==> src/rtl/pipe_data_reg.sv <==
// Multi-stage data register chain with per-stage valid bits, stall, flush,
// occupancy count, selectable capture edge and optional bubble collapse.
module pipe_data_reg #(
  parameter int               WIDTH     = 32,
  parameter int               DEPTH     = 2,
  parameter bit               NEG_EDGE  = 1'b1,
  parameter bit               COLLAPSE  = 1'b0,
  parameter logic [WIDTH-1:0] RESET_VAL = '0
) (
  input  logic                       CLK,
  input  logic                       RST,
  input  logic [WIDTH-1:0]           DataIn,
  input  logic                       ValidIn,
  output logic                       InReady,
  input  logic                       Stall,
  input  logic                       Flush,
  output logic [WIDTH-1:0]           DataOut,
  output logic                       ValidOut,
  output logic [$clog2(DEPTH+1)-1:0] Count
);
  localparam int CW = $clog2(DEPTH+1);

  logic [DEPTH-1:0][WIDTH-1:0] d_q, d_nxt;
  logic [DEPTH-1:0]            v_q, v_nxt, adv;
  logic [CW-1:0]               cnt_q, cnt_nxt;

  // A stage moves when the output drains, or in collapse mode when some
  // stage at or above it holds a bubble that can absorb the shift.
  always_comb begin
    logic hole;
    hole = 1'b0;
    adv  = '0;
    for (int k = DEPTH-1; k >= 0; k--) begin
      hole   = hole | ~v_q[k];
      adv[k] = ~Stall | (COLLAPSE & hole);
    end
  end

  always_comb begin
    d_nxt   = d_q;
    v_nxt   = v_q;
    cnt_nxt = cnt_q;
    if (Flush) begin
      d_nxt   = {DEPTH{RESET_VAL}};
      v_nxt   = '0;
      cnt_nxt = '0;
    end else begin
      if (adv[0]) begin
        d_nxt[0] = DataIn;
        v_nxt[0] = ValidIn;
      end
      for (int k = 1; k < DEPTH; k++) begin
        if (adv[k]) begin
          d_nxt[k] = d_q[k-1];
          v_nxt[k] = v_q[k-1];
        end
      end
      cnt_nxt = cnt_q + CW'(ValidIn & adv[0]) - CW'(v_q[DEPTH-1] & ~Stall);
    end
  end

  // Only one of these register banks is elaborated, chosen by the capture edge.
  generate
    if (NEG_EDGE) begin : g_neg
      always_ff @(negedge CLK or negedge RST) begin
        if (!RST) begin
          d_q   <= {DEPTH{RESET_VAL}};
          v_q   <= '0;
          cnt_q <= '0;
        end else begin
          d_q   <= d_nxt;
          v_q   <= v_nxt;
          cnt_q <= cnt_nxt;
        end
      end
    end else begin : g_pos
      always_ff @(posedge CLK or negedge RST) begin
        if (!RST) begin
          d_q   <= {DEPTH{RESET_VAL}};
          v_q   <= '0;
          cnt_q <= '0;
        end else begin
          d_q   <= d_nxt;
          v_q   <= v_nxt;
          cnt_q <= cnt_nxt;
        end
      end
    end
  endgenerate

  assign InReady  = adv[0];
  assign DataOut  = d_q[DEPTH-1];
  assign ValidOut = v_q[DEPTH-1];
  assign Count    = cnt_q;

endmodule

==> config.mk <==
export PLATFORM = sky130hd
export DESIGN_NAME = pipe_data_reg
export DESIGN_NICKNAME = d
export VERILOG_FILES = /design/src/rtl/pipe_data_reg.sv
export SDC_FILE = /design/constraint.sdc
export NUM_CORES = 1
export LEC_CHECK = 0
export CAP_MARGIN = 10
export CORE_MARGIN = 2
export CORE_UTILIZATION = 45
export CTS_CLUSTER_DIAMETER = 30
export DETAILED_ROUTE_END_ITERATION = 16
export PLACE_DENSITY = 0.76
export SETUP_SLACK_MARGIN = 0.2
export SYNTH_ARGS = -nofsm -noshare
export SYNTH_HDL_FRONTEND = slang
export SYNTH_SLANG_ARGS = --single-unit
==> constraint.sdc <==
create_clock -name CLK -period 1.5 [get_ports CLK]
set_clock_uncertainty 0.15 [all_clocks]
set_input_delay 0.3 -clock CLK [delete_from_list [all_inputs] [get_ports CLK]]
set_output_delay 0.3 -clock CLK [all_outputs]
set_load 0.01 [all_outputs]
==> qor.csv, run 1 <==
stage;metric;value;unit
outcome;outcome;complete, but fails checks;
outcome;violations;setup timing;
timing;max_slew_margin;0.892;
finish;fillers;491;
worst_hold_path;min-delay-start;d_q[11];
timing;setup_ws;-0.615;ns
logic_synthesis;synth_fa_ha_area_frac;0.00825;
placement;gp_congestion;0.701;
logic_synthesis;synth-seq-cells;68;
clock_tree;cts_made_buffers;9;
floorplanning;chipHeight;86.1;microns
global_routing;grt_pass1_vias;2190;
routing;viasPerCell;4.78;
critical_path;crit_path_max_incr_delay;0.44;ns
pwr;ir_worst_vdd;645;uV
critical_path;rrSetupSlack;-0.13;ns
logic_synthesis;synth.yosys.seq_area_share;0.561;
clock_tree;cts_hold_buf;0;
worst_hold_path;hold_path_class;flip-flop to flip-flop;
placement;dp_cells;376;
logic_synthesis;synth.distinct_cells;14;
routing;drtAntennaViolNets;0;
critical_path;critical_path.startpoint_type;flip-flop;
critical_path;crit_chain;buf_2;
global_routing;grt_max_degree;35;
routing;drc;0;
timing;hold_violations;0;
worst_hold_path;whs_endpoint;DataOut[11];
pwr;p_leak;0.00242;uW
critical_path;ff2ff_path_depth;7;
clock_tree;ctsLongestPathBuffers;2;
clock_tree;clk_pin_slew_worst_paths;0.05;ns
timing;final-setup-viol-count;103;
logic_synthesis;avgSynthCellArea;11.8;sq um
critical_path;arrival;1.67;ns
floorplanning;core_area;0.00642;sq mm
critical_path;r2r_end;Count[1];
pwr;total_power;4540;uW
floorplanning;rows;29;
clock_tree;clockRootBuffer;clkbuf_8;
timing;whs;0.317;ns
finish;fin_util;0.702;
clock_tree;clk-insertion-delay-late;0.32;ns
placement;portBuffers;72;
routing;vias;2074;
pwr;power_density;1010;mW/mm^2
critical_path;critPathKind;flip-flop to primary output;
logic_synthesis;muxShareOfSynthArea;0.215;
logic_synthesis;synth_area;0.00303;sq mm
floorplanning;die_area;0.00741;sq mm
clock_tree;cts_tree;done;
critical_path;critical_path.slowest_cell;dfrtn_1;
logic_synthesis;synth_top_area_frac;0.561;
critical_path;worstReg2RegStart;v_q[1];
finish;diodes;0;
global_routing;grt-ovfl-total;0;
global_routing;grt_pass1_wl;11100;microns
placement;pre_cts_ws;-1.10;ns
clock_tree;cts.sinks;68;
routing;first_pass_iters;4;
floorplanning;io_pins;73;
logic_synthesis;synth_largest_area_cell;dfrtn_1;
clock_tree;htreeDepth;3;
timing;tightest_slew;0.158;ns
global_routing;antenna_found_initial;0;
critical_path;required;1.05;ns
placement;dp_hpwl;3410;microns
routing;routed_wl;6530;microns
critical_path;cp_max_fo;2;
logic_synthesis;synth_fp_nets;296;
finish;syn_to_final_growth;48.7;%
critical_path;end_kind;primary output;
logic_synthesis;synthXorXnorAreaFrac;0.00743;
timing;slew_viol_final;0;
routing;drt_iter0_drc;24;
finish;drive_above_1_share;0.364;
finish;layoutNonFillerInstCount;434;
logic_synthesis;yosys-top-cells-area;dfrtn_1 (56%), mux2i_1 (21%), buf_4 (9.4%);
global_routing;grt_use_total;0.197;
logic_synthesis;yosys_warnings;0;
logic_synthesis;synth_compound_area_frac;0.00165;
timing;grt_setup_unrepaired;yes;
floorplanning;die_w;86.1;microns
routing;avgRoutedWirePerCell;15.0;microns
worst_hold_path;min_path_cells;2;
critical_path;cp_top_family;flip-flops;
flow_run;max-cap-violations;0;
critical_path;critPathBufInv;1;
finish;nNetsFinal;391;
logic_synthesis;synth_top_family_by_area;multiplexers;
logic_synthesis;syn_inst;257;
logic_synthesis;synthSimpleGateAreaFrac;0.0891;
floorplanning;start_util;0.472;
## layout make-up
cell class              count  area, sq um  area share
clock buffers              12          155      0.0344
clock inverters             4         95.1      0.0211
inverters                   2         10.0     0.00222
multi-input cells         139         1060       0.235
flip-flops and latches     68         1700       0.377
well taps                  77         96.3      0.0214
repair buffers            132         1390       0.309
## through the flow
| step | setup TNS (ns) | area [sq um] |
|---|---|---|
| 5_1_grt | -38.98 | 4510 |
| 3_3_place_gp | -72.40 | 3680 |
| 3_5_place_dp | -73.36 | 3680 |
| 2_1_floorplan | -32.30 | 3070 |
| 4_1_cts | -32.44 | 4320 |
| 6_report | -36.38 | 4510 |
## kinds of logic (layout without fill, tap and decap cells)
group | count (synthesis) | after routing
compound gates | 1 | 1
flops | 68 | 68
mux | 65 | 65
xor+xnor | 1 | 1
buf+inv | 50 | 150
fa+ha+maj | 2 | 2
simple gates | 70 | 70
## placed cells by master (no fill, tap or decap)
cell type / netlist / final
clkinv_2: 0 / 1
nor2b_2: 0 / 1
inv_4: 0 / 1
clkbuf_8: 0 / 11
nor2_1: 66 / 66
nand2_4: 0 / 1
dlygate4sd2_1: 0 / 20
a21oi_2: 0 / 1
mux2i_1: 65 / 59
buf_2: 4 / 34
xnor3_1: 1 / 1
buf_6: 0 / 6
nand2b_4: 0 / 1
clkdlybuf4s50_1: 0 / 12
nor2b_4: 0 / 1
bufinv_16: 0 / 3
buf_12: 0 / 12
clkbuf_1: 4 / 1
mux2i_4: 0 / 1
buf_16: 0 / 13
inv_2: 0 / 1
dfrtn_1: 68 / 68
ha_4: 0 / 2
buf_4: 38 / 35
mux2i_2: 0 / 5
## routing by layer
layer	global-route usage	routed length (microns)	vias to the layer above
li1	-	-	998
met1	0.258	2960	1015
met2	0.316	3140	51
met3	0.0597	343	10
met4	0.0606	89	0
met5	0	0	-
## cells in the mapped netlist
cell type,number
dfrtn_1,68
nor2_1,66
mux2i_1,65
buf_4,38
buf_2,4
clkbuf_1,4
buf_8,2
ha_1,2
inv_1,2
nor2b_1,2
a21oi_1,1
nand2_1,1
nand2b_1,1
xnor3_1,1
## worst max-delay path by stage
| stage | start | end | slack [ns] | depth (start not counted) |
|---|---|---|---|---|
| floorplan | Stall | Count[0] | -0.93 | 8 |
| global placement | ValidIn | Count[1] | -1.07 | 7 |
| detailed placement | ValidIn | Count[1] | -1.10 | 7 |
| CTS | DataOut[22] | DataOut[22] | -0.60 | 1 |
| global route | DataOut[22] | DataOut[22] | -0.65 | 1 |
| finish | DataOut[22] | DataOut[22] | -0.62 | 1 |
## power by group
group / internal, uW / switching (uW)
combinational: 403 / 275
clock: 1190 / 684
sequential: 1930 / 47.8
total: 3530 / 1010
## sequential cells by signal, summed over array words and instances, names as in the netlist
signal,flops
Count,2
v_q,2
d_q,32
DataOut,32
## repair_timing
| action | in CTS | in global routing |
|---|---|---|
| cloned | 10 | 0 |
| pin swaps | 18 | 18 |
| buffers inserted | 17 | 15 |
| endpoints found under the hold margin | 0 | 0 |
| setup endpoints to repair | 104 | 104 |
| gates resized for setup | 204 | 14 |
Power figures use the tool's default switching activity.
==> run 2: changes to the inputs <==
Settings changed: SETUP_SLACK_MARGIN 0.2 to 0.15, SLEW_MARGIN from default to 5.
==> run 2 against run 1 <==
The run still ends with setup timing left. Via count is essentially flat. Cell count is the same. Highest routed layer unchanged. Clock-buffer cell count is the same. Sequential power is essentially flat. Core utilization shrank 0.14 points. Largest power group unchanged. Design area shrank 0.19%. Critical path depth is the same. Critical endpoint unchanged. Global-route usage is the same.
==> qor.csv, run 2 (synthesized netlist as in run 1, its figures left out) <==
stage;metric;value;unit;change
outcome;outcome;complete, but fails checks;;
outcome;violations;setup timing;;
clock_tree;cts_made_buffers;9;;unchanged
timing;setup_ws;-0.614;ns;+0.000945 ns
floorplanning;io_pins;73;;unchanged
finish;syn_to_final_growth;48.4;%;
critical_path;critical_path.startpoint_type;flip-flop;;
global_routing;grt_pass1_vias;2190;;unchanged
clock_tree;clk_pin_slew_worst_paths;0.05;ns;about the same
pwr;internal-power;3530;uW;about the same
pwr;comb_power_share;0.149;;about the same
critical_path;arrival;1.66;ns;about the same
routing;viasPerCell;4.78;;about the same
floorplanning;die_area;0.00741;sq mm;unchanged
floorplanning;core_area;0.00642;sq mm;unchanged
routing;drc;0;;unchanged
pwr;power.switching;1000;uW;-0.27%
clock_tree;cts.sinks;68;;unchanged
placement;gp_congestion;0.701;;unchanged
finish;drive_above_1_share;0.361;;-0.00280
clock_tree;ctsLongestPathBuffers;2;;unchanged
routing;drt_iter0_drc;23;;-4.2%
flow_run;max-cap-violations;0;;unchanged
critical_path;critPathBufInv;1;;unchanged
timing;tightest_slew;0.152;ns;-0.00515 ns
timing;slew_viol_final;0;;unchanged
pwr;p_seq_frac;0.437;;about the same
finish;nNetsFinal;391;;unchanged
critical_path;critPathKind;flip-flop to primary output;;
routing;vias;2075;;+0.048%
finish;diodes;0;;unchanged
critical_path;cp_top_family;flip-flops;;
routing;avgRoutedWirePerCell;15.0;microns;unchanged
pwr;p_leak;0.00242;uW;about the same
placement;portBuffers;72;;unchanged
critical_path;end_kind;primary output;;
floorplanning;start_util;0.472;;unchanged
clock_tree;htreeDepth;3;;unchanged
global_routing;grt_max_degree;35;;unchanged
critical_path;required;1.05;ns;about the same
timing;hold_violations;0;;unchanged
critical_path;crit_path_max_incr_delay;0.44;ns;about the same
finish;layout_common_cells;dfrtn_1 (68), nor2_1 (66), mux2i_1 (59);;
pwr;p_clk_frac;0.414;;about the same
clock_tree;clockRootBuffer;clkbuf_8;;
timing;max_slew_margin;0.895;;+0.00353
routing;first_pass_iters;4;;unchanged
timing;grt_setup_unrepaired;yes;;
worst_hold_path;hold_path_class;flip-flop to flip-flop;;
floorplanning;die_w;86.1;microns;unchanged
clock_tree;cts_tree;done;;
finish;fin_util;0.701;;-0.00136
routing;drtAntennaViolNets;0;;unchanged
critical_path;cp_max_fo;2;;unchanged
global_routing;grt-ovfl-total;0;;unchanged
critical_path;crit_chain;buf_2;;
global_routing;antenna_found_initial;0;;unchanged
finish;final_area;0.00450;sq mm;-0.19%
pwr;p_sw_frac;0.222;;-0.000370
pwr;power_density;1010;mW/mm^2;about the same
floorplanning;chipHeight;86.1;microns;unchanged
global_routing;grt_pass1_wl;11100;microns;unchanged
critical_path;critical_path.slowest_cell;dfrtn_1;;
clock_tree;clk-insertion-delay-late;0.32;ns;about the same
pwr;ir_worst_vdd;643;uV;-0.30%
timing;final-setup-viol-count;103;;unchanged
floorplanning;rows;29;;unchanged
placement;place_area;0.00368;sq mm;unchanged
routing;routed_wl;6530;microns;unchanged
finish;final_common_cell;dfrtn_1;;
placement;dp_hpwl;3410;microns;unchanged
clock_tree;cts_hold_buf;0;;unchanged
global_routing;grt_use_total;0.197;;unchanged
run 2: cell count changes in the layout (fill, tap and decap cells not counted):
cell,delta
inv_4,-1
buf_6,-1
inv_1,+1
buf_2,+1
run 2: metrics by stage:
step	setup WS [ns]	TNS (ns)	power, uW	hold slack (ns)	std cells
after floorplan	-0.931	-32.30	2290	0.297	257
after global placement	-1.07	-72.40	2500	0.304	376
after detailed placement	-1.10	-73.36	2510	0.316	376
after CTS	-0.600	-32.44	4500	0.318	419
after global routing	-0.647	-38.94	4720	0.336	434
final	-0.614	-36.34	4530	0.316	434
run 2: worst paths after layout:
check                       startpoint           to  slack, ns  cells after the start
max in group asynchronous          RST       d_q[3]       0.53                      2
min in group asynchronous          RST      d_q[26]       0.45                      2
hold reg to reg                d_q[11]  DataOut[11]       0.32                      2
setup reg to reg                v_q[1]     Count[1]      -0.13                      7
setup / recovery           DataOut[22]  DataOut[22]      -0.61                      1
hold / removal                 d_q[11]  DataOut[11]       0.32                      2
run 2: metal layers:
layer,track usage,up-vias,wire [microns],part of all wire
met5,0,-,0,0
met4,0.0606,0,100,0.015
met3,0.0597,12,348,0.053
met2,0.316,53,3130,0.48
met1,0.258,1012,2950,0.45
li1,-,998,-,-
run 2: power groups by stage:
stage	clock network [uW]	logic [uW]	registers (uW)
2_1_floorplan	0	286	2000
3_3_place_gp	0	490	2010
3_5_place_dp	0	500	2010
4_1_cts	1890	634	1980
5_1_grt	2000	730	1990
6_report	1880	675	1980
run 2: timing repair:
| item | in CTS | in global routing |
|---|---|---|
| cloned | 10 | 0 |
| endpoints found under the setup margin | 104 | 103 |
| pin swaps | 18 | 18 |
| resized for setup | 204 | 11 |
| buffers inserted | 17 | 15 |
run 2: layout make-up:
cell class,instances,area [sq um]
multi-input cells,139,1060
repair buffers,132,1390
inverters,2,7.51
well taps,77,96.3
clock buffers,12,155
flip-flops and latches,68,1700
clock inverters,4,95.1
fillers,492,1920
run 2: worst reg2reg max path, delay by kind of cell, from the launching register on:
kind	cells	cell delay [ns]
adders and majority gates	2	0.40
DFF	1	0.35
and+or+nand+nor	2	0.20
xor gates and xnor gates	1	0.19
buffers and inverters	2	0.18
